**src/rtl/lock_button_conditioner.sv**
```systemverilog
// Button conditioner feeding the combination lock: synchronises and debounces two raw
// push-buttons, then arbitrates their rising edges into exclusive one-cycle pulses.

module lock_button_debounce #(
    parameter int unsigned DEBOUNCE_CYCLES = 4,
    parameter int unsigned CNT_W           = $clog2(DEBOUNCE_CYCLES + 1)
) (
    input  logic clk,
    input  logic rst,
    input  logic raw,
    output logic lvl,
    output logic rise_c
);
    localparam logic [CNT_W-1:0] CNT_LAST = CNT_W'(DEBOUNCE_CYCLES - 1);

    logic             s1;
    logic             s2;
    logic             lvl_d;
    logic [CNT_W-1:0] cnt;

    // Two-flop synchroniser for the asynchronous button input
    always_ff @(posedge clk) begin
        if (rst) begin
            s1 <= 1'b0;
            s2 <= 1'b0;
        end else begin
            s1 <= raw;
            s2 <= s1;
        end
    end

    // Level flips only after DEBOUNCE_CYCLES consecutive disagreeing samples
    always_ff @(posedge clk) begin
        if (rst) begin
            cnt <= '0;
            lvl <= 1'b0;
        end else if (s2 == lvl) begin
            cnt <= '0;
        end else if (cnt >= CNT_LAST) begin
            lvl <= s2;
            cnt <= '0;
        end else begin
            cnt <= cnt + CNT_W'(1);
        end
    end

    always_ff @(posedge clk) begin
        if (rst) begin
            lvl_d <= 1'b0;
        end else begin
            lvl_d <= lvl;
        end
    end

    assign rise_c = lvl & ~lvl_d;

endmodule

module lock_button_conditioner #(
    parameter int unsigned DEBOUNCE_CYCLES = 4,
    parameter int unsigned CNT_W           = $clog2(DEBOUNCE_CYCLES + 1)
) (
    input  logic clk,
    input  logic rst,
    input  logic btn_zero,
    input  logic btn_one,
    output logic zero,
    output logic one,
    output logic conflict,
    output logic zero_lvl,
    output logic one_lvl
);
    logic rise_zero;
    logic rise_one;
    logic zero_next;
    logic one_next;
    logic conflict_next;

    lock_button_debounce #(
        .DEBOUNCE_CYCLES (DEBOUNCE_CYCLES),
        .CNT_W           (CNT_W)
    ) u_zero (
        .clk    (clk),
        .rst    (rst),
        .raw    (btn_zero),
        .lvl    (zero_lvl),
        .rise_c (rise_zero)
    );

    lock_button_debounce #(
        .DEBOUNCE_CYCLES (DEBOUNCE_CYCLES),
        .CNT_W           (CNT_W)
    ) u_one (
        .clk    (clk),
        .rst    (rst),
        .raw    (btn_one),
        .lvl    (one_lvl),
        .rise_c (rise_one)
    );

    // A press is accepted only while the other button is fully released
    always_comb begin
        zero_next     = 1'b0;
        one_next      = 1'b0;
        conflict_next = 1'b0;
        if (rise_zero && !rise_one && !one_lvl) begin
            zero_next = 1'b1;
        end else if (rise_one && !rise_zero && !zero_lvl) begin
            one_next = 1'b1;
        end else if (rise_zero || rise_one) begin
            conflict_next = 1'b1;
        end
    end

    always_ff @(posedge clk) begin
        if (rst) begin
            zero     <= 1'b0;
            one      <= 1'b0;
            conflict <= 1'b0;
        end else begin
            zero     <= zero_next;
            one      <= one_next;
            conflict <= conflict_next;
        end
    end

endmodule
```
**config.mk**
```make
export PLATFORM = sky130hd
export DESIGN_NAME = lock_button_conditioner
export DESIGN_NICKNAME = d
export VERILOG_FILES = /design/src/rtl/lock_button_conditioner.sv
export SDC_FILE = /design/constraint.sdc
export NUM_CORES = 1
export LEC_CHECK = 0
export ABC_AREA = 0
export CAP_MARGIN = 30
export CORE_AREA = 8 8 45 47
export DETAILED_ROUTE_END_ITERATION = 16
export DIE_AREA = 0 0 53 55
export DONT_BUFFER_PORTS = 1
export SKIP_LAST_GASP = 1
export SLEW_MARGIN = 0
export SYNTH_ARGS = -nofsm -noshare
export SYNTH_HDL_FRONTEND = slang
export SYNTH_SLANG_ARGS = --single-unit
```
**constraint.sdc**
```tcl
create_clock -name clk -period 1.19 [get_ports clk]
set_input_delay 0.238 -clock clk [delete_from_list [all_inputs] [get_ports clk]]
set_output_delay 0.238 -clock clk [all_outputs]
set_load 0.005 [all_outputs]
```
**Word-level counts from Yosys, hierarchy flattened**

Index checks and enable logic that the tools add are counted.

- Equal/unequal tests: 2
- Reduce and logical (&&, ||, !) cells: 15
- $add $sub $neg: 2
- Bitwise gates (word level): 6
- Multiplexer cells: 3
- Magnitude comparators: 2

Operator list:

| cell | count |
|---|---|
| $reduce_or A3 Y1 | 3 |
| $add A3 B1 Y3 const B | 2 |
| $ge A3 B2 Y1 const B | 2 |
| $logic_and A1 B1 Y1 | 4 |
| $logic_not A1 Y1 | 4 |
| $not A1 Y1 | 4 |
| $reduce_and A2 Y1 | 2 |
| $mux W1 | 3 |
| $and A1 B1 Y1 | 2 |
| $eq A1 B1 Y1 | 2 |
| $reduce_or A2 Y1 | 1 |
| $logic_or A1 B1 Y1 | 1 |

- Input bits: 4
- Word-level logic and storage cells: 43
- Bits in registers: 17
- Output and inout bits: 5

**Longest topological paths before layout**

- Word-level depth: 6
- Gate-level depth with buffers: 4
- Mapped depth without buffers: 4

**Modules after synthesis**

From an unflattened synthesis, not the netlist that was laid out.

- Cell total of the unflattened synthesis: 50
- Area, all modules: 624.3 sq um

By module, submodules not included:

| module | instances | area an instance (sq um) | sequential area each (sq um) | cells each |
|---|---|---|---|---|
| lock_button_debounce | 2 | 260.2 | 140.1 | 21 |
| lock_button_conditioner | 1 | 103.8 | 60.1 | 8 |

**Worst setup path before layout**

Ideal clock, no wire load.

- Path kind: flip-flop to flip-flop
- Start point: register u_one.cnt[0]
- End point: register u_one.cnt[1]
- Data arrival time: 1.171 ns
- Clock period less this slack: 1.268 ns
- Data required time: 1.094 ns
- Stages on the path, launching flop included: 5
- Setup time: 0.096 ns
- Buffers on the path: 0
- Slack: -0.078 ns
- Path through: dfxtp_1 > ha_1 > ha_1 > a211o_1 > nor4b_1

- Cells in the longest elaborated chain, start to end: 2
- Elaborated cells on any way between the ends: 3
- Classes of those cells: add/sub (1); order compare (1); reduce/logical (1)

RTL lines:

| what | RTL line | RTL |
|---|---|---|
| from (decl) | 19 | `logic [CNT_W-1:0] cnt;` |
| from (signal assigned) | 43 | `cnt <= cnt + CNT_W'(1);` |
| $ge A3 B2 Y1 | 39 | `end else if (cnt >= CNT_LAST) begin` |
| $reduce_or A3 Y1 (no source line) | - |  |

Several ways; a longest one is shown, not always the timed one.
A chain may end at the register's enable or synchronous reset.

**Worst setup path after layout**

- Start point: register u_zero.cnt[1]
- End point: register u_zero.cnt[0]

- Cells in the longest elaborated chain, start to end: 2

RTL lines:

| what | RTL line |
|---|---|
| from (decl) | 19 |
| from (signal assigned) | 43 |
| $ge A3 B2 Y1 | 39 |
| $reduce_or A3 Y1 (no source line) | - |

No other way between the ends.

==> flow_metrics.py <==
metrics = {
    "placement": {
        "finalWeightedCongestion": 0.662,
        "port_buffers": 0,
        "dpl_worst_slack_ps": -120,
        "dpl.hpwl_um": 583,
        "dp_cells": 67,
    },
    "drt": {
        "drtPass1Iterations": 2,
        "drtIter0Drc": 4,
        "drt_wl_total_um": 959,
        "postRouteAntennaNets": 0,
        "drc": 0,
        "wl_per_cell_um": 13.0,
        "viasPerCell": 5.15,
        "vias": 381,
    },
    "layout": {
        "drive_gt1_share_pct": 37.9,
        "area_growth_pct": 35.4,
        "num_antenna_cells": 0,
        "mostFrequentLayoutCell": "dfxtp_1",
        "nNetsFinal": 67,
        "instances_no_fill": 74,
    },
    "floorplanning": {
        "core_um2": 1380,
        "die_w_um": 53,
        "dieArea_um2": 2920,
        "fp.dieH_um": 55,
        "fp-row-count": 14,
        "io_pins": 9,
        "start_util_pct": 42.1,
    },
    "power": {
        "leakagePower_nw": 0.294,
        "vdd_drop_max_mv": 0.820,
        "powerDensity_nw_per_um2": 1150,
        "power.total_uw": 905,
    },
    "logic_synthesis": {
        "synth_cell_types": 15,
        "synthCells": 50,
        "yosys-top-cells-area": "dfxtp_1, ha_1, nand2b_1",
        "synth.cell_area_um2": 583,
        "ys_seq_area_share_pct": 58.4,
        "syn-num-nets": 58,
        "synth_top_area_share_pct": 58.4,
        "ys_ff_latch": 17,
        "synth.avg_cell_area_um2": 11.7,
        "ys_warn_count": 0,
        "yosys.area.top_type": "dfxtp_1",
    },
    "clock_network": {
        "cts_buffers": 3,
        "cts_tree": "built",
        "cts-root-buf": "clkbuf_4",
        "clk_latency_ps": 280,
        "htreeDepth": 1,
        "cts.reportedPaths.clkPinSlew_ps": 90,
        "clock-sinks": 17,
        "clk_path_buf_depth": 2,
    },
    "run": {
        "cap_violations": 0,
    },
    "sta": {
        "skew_ps": 0.994,
        "setup_tns_ps": -412,
        "post-route-period-util_pct": 107,
        "setup_viol": 7,
        "hold_ws_ps": 4.17,
        "tightest_slew_ps": 502,
        "finalMaxSlewViolations": 0,
        "rsz0062_at_grt": "yes",
        "finalWorstSetupSlack_ps": -79.0,
        "hold_viol": 0,
        "fmax_mhz": 788,
        "period_minus_slack_ps": 1270,
        "slew_headroom_pct": 66.3,
    },
    "run_status": {
        "outcome": "finished with violations",
        "violations": "negative setup slack",
    },
    "critical_path": {
        "critical_path_class": "flip-flop to flip-flop",
        "required_ps": 1380,
        "start_kind": "flip-flop",
        "crit_arrival_ps": 1460,
        "crit_fanout": 4,
        "end_kind": "flip-flop",
    },
    "global_route": {
        "grt_max_degree": 15,
        "antenna_found_initial": 0,
        "grt_pass1_vias": 332,
        "grt_util_all_layers_pct": 7.04,
        "grt-ovfl-total": 0,
        "grt_pass1_wl_um": 1430,
    },
    "min_path": {
        "hold_class": "input port to flip-flop",
    },
}
==> cell families after synthesis <==
group / count (synthesis) / share of synthesized area, %
adders and majority gates: 4 / 8.58
xor gates and xnor gates: 2 / 3.00
and+or+nand+nor: 18 / 20.4
AOI/OAI and AO/OA: 2 / 3.00
DFF: 17 / 58.4
buffers and inverters: 5 / 3.22
muxes: 2 / 3.43
==> state kept, by name (all words and copies together), names as in the netlist <==
signal,count
u_one.cnt,3
u_zero.cnt,3
conflict,1
one,1
u_one.lvl,1
u_one.lvl_d,1
u_one.s1,1
u_one.s2,1
u_zero.lvl,1
u_zero.lvl_d,1
u_zero.s1,1
u_zero.s2,1
zero,1
==> area by class of cell <==
type	count	area (um2)
clock buffers	4	26.3
repair buffers	5	42.5
fillers	125	594
well taps	16	20.0
inverters	4	15.0
multi-input cells	28	340
flip-flops and latches	17	345
==> worst max-delay path, cell delays in order, from the launching register on <==
cell and delay (ps):
dfxtp_2 350, ha_4 160, ha_4 150, a211o_4 300, nor4_4 230
==> final timing paths <==
kind / from / end / slack [ps] / cells after the start
max reg2reg: u_zero.cnt[1] / u_zero.cnt[0] / -80 / 4
max: u_zero.cnt[1] / u_zero.cnt[0] / -80 / 4
min: rst / u_one.cnt[1] / 4 / 1
min reg2reg: u_one.lvl_d / one / 420 / 1
==> what timing repair did <==
| action | CTS | global route |
|---|---|---|
| hold endpoints to repair | 0 | 7 |
| buffers inserted | 0 | 1 |
| pin swaps | 0 | 1 |
| hold buffers | 0 | 2 |
| endpoints found under the setup margin | 7 | 8 |
| resized for setup | 5 | 10 |
==> layer usage <==
metal | global-route usage (%) | routed length (um)
met1 | 7.74 | 463
met2 | 9.57 | 399
met3 | 3.74 | 67
met4 | 6.47 | 28
met5 | 0 | 0
==> per-stage QoR <==
stage	util [%]	instance area, um2
3_3_place_gp	45.3	627
5_1_grt	57.1	790
6_report	57.1	790
4_1_cts	49.6	687
3_5_place_dp	45.3	627
2_1_floorplan	-	596
==> cell usage after synthesis <==
cell and count:
dfxtp_1 17, ha_1 4, inv_1 4, nand2b_1 4
nor2b_1 4, nor4_1 4, a211o_1 2, mux2i_1 2
nor3_1 2, xnor2_1 2, and3_1 1, clkbuf_1 1
nand2_1 1, nor4b_1 1, nor4b_2 1
==> power breakdown <==
part	switching, mW	internal [mW]
Clock	0.166	0.130
Combinational	0.0102	0.0176
Sequential	0.00422	0.577
Note: power is estimated with default switching activity, not from simulation.
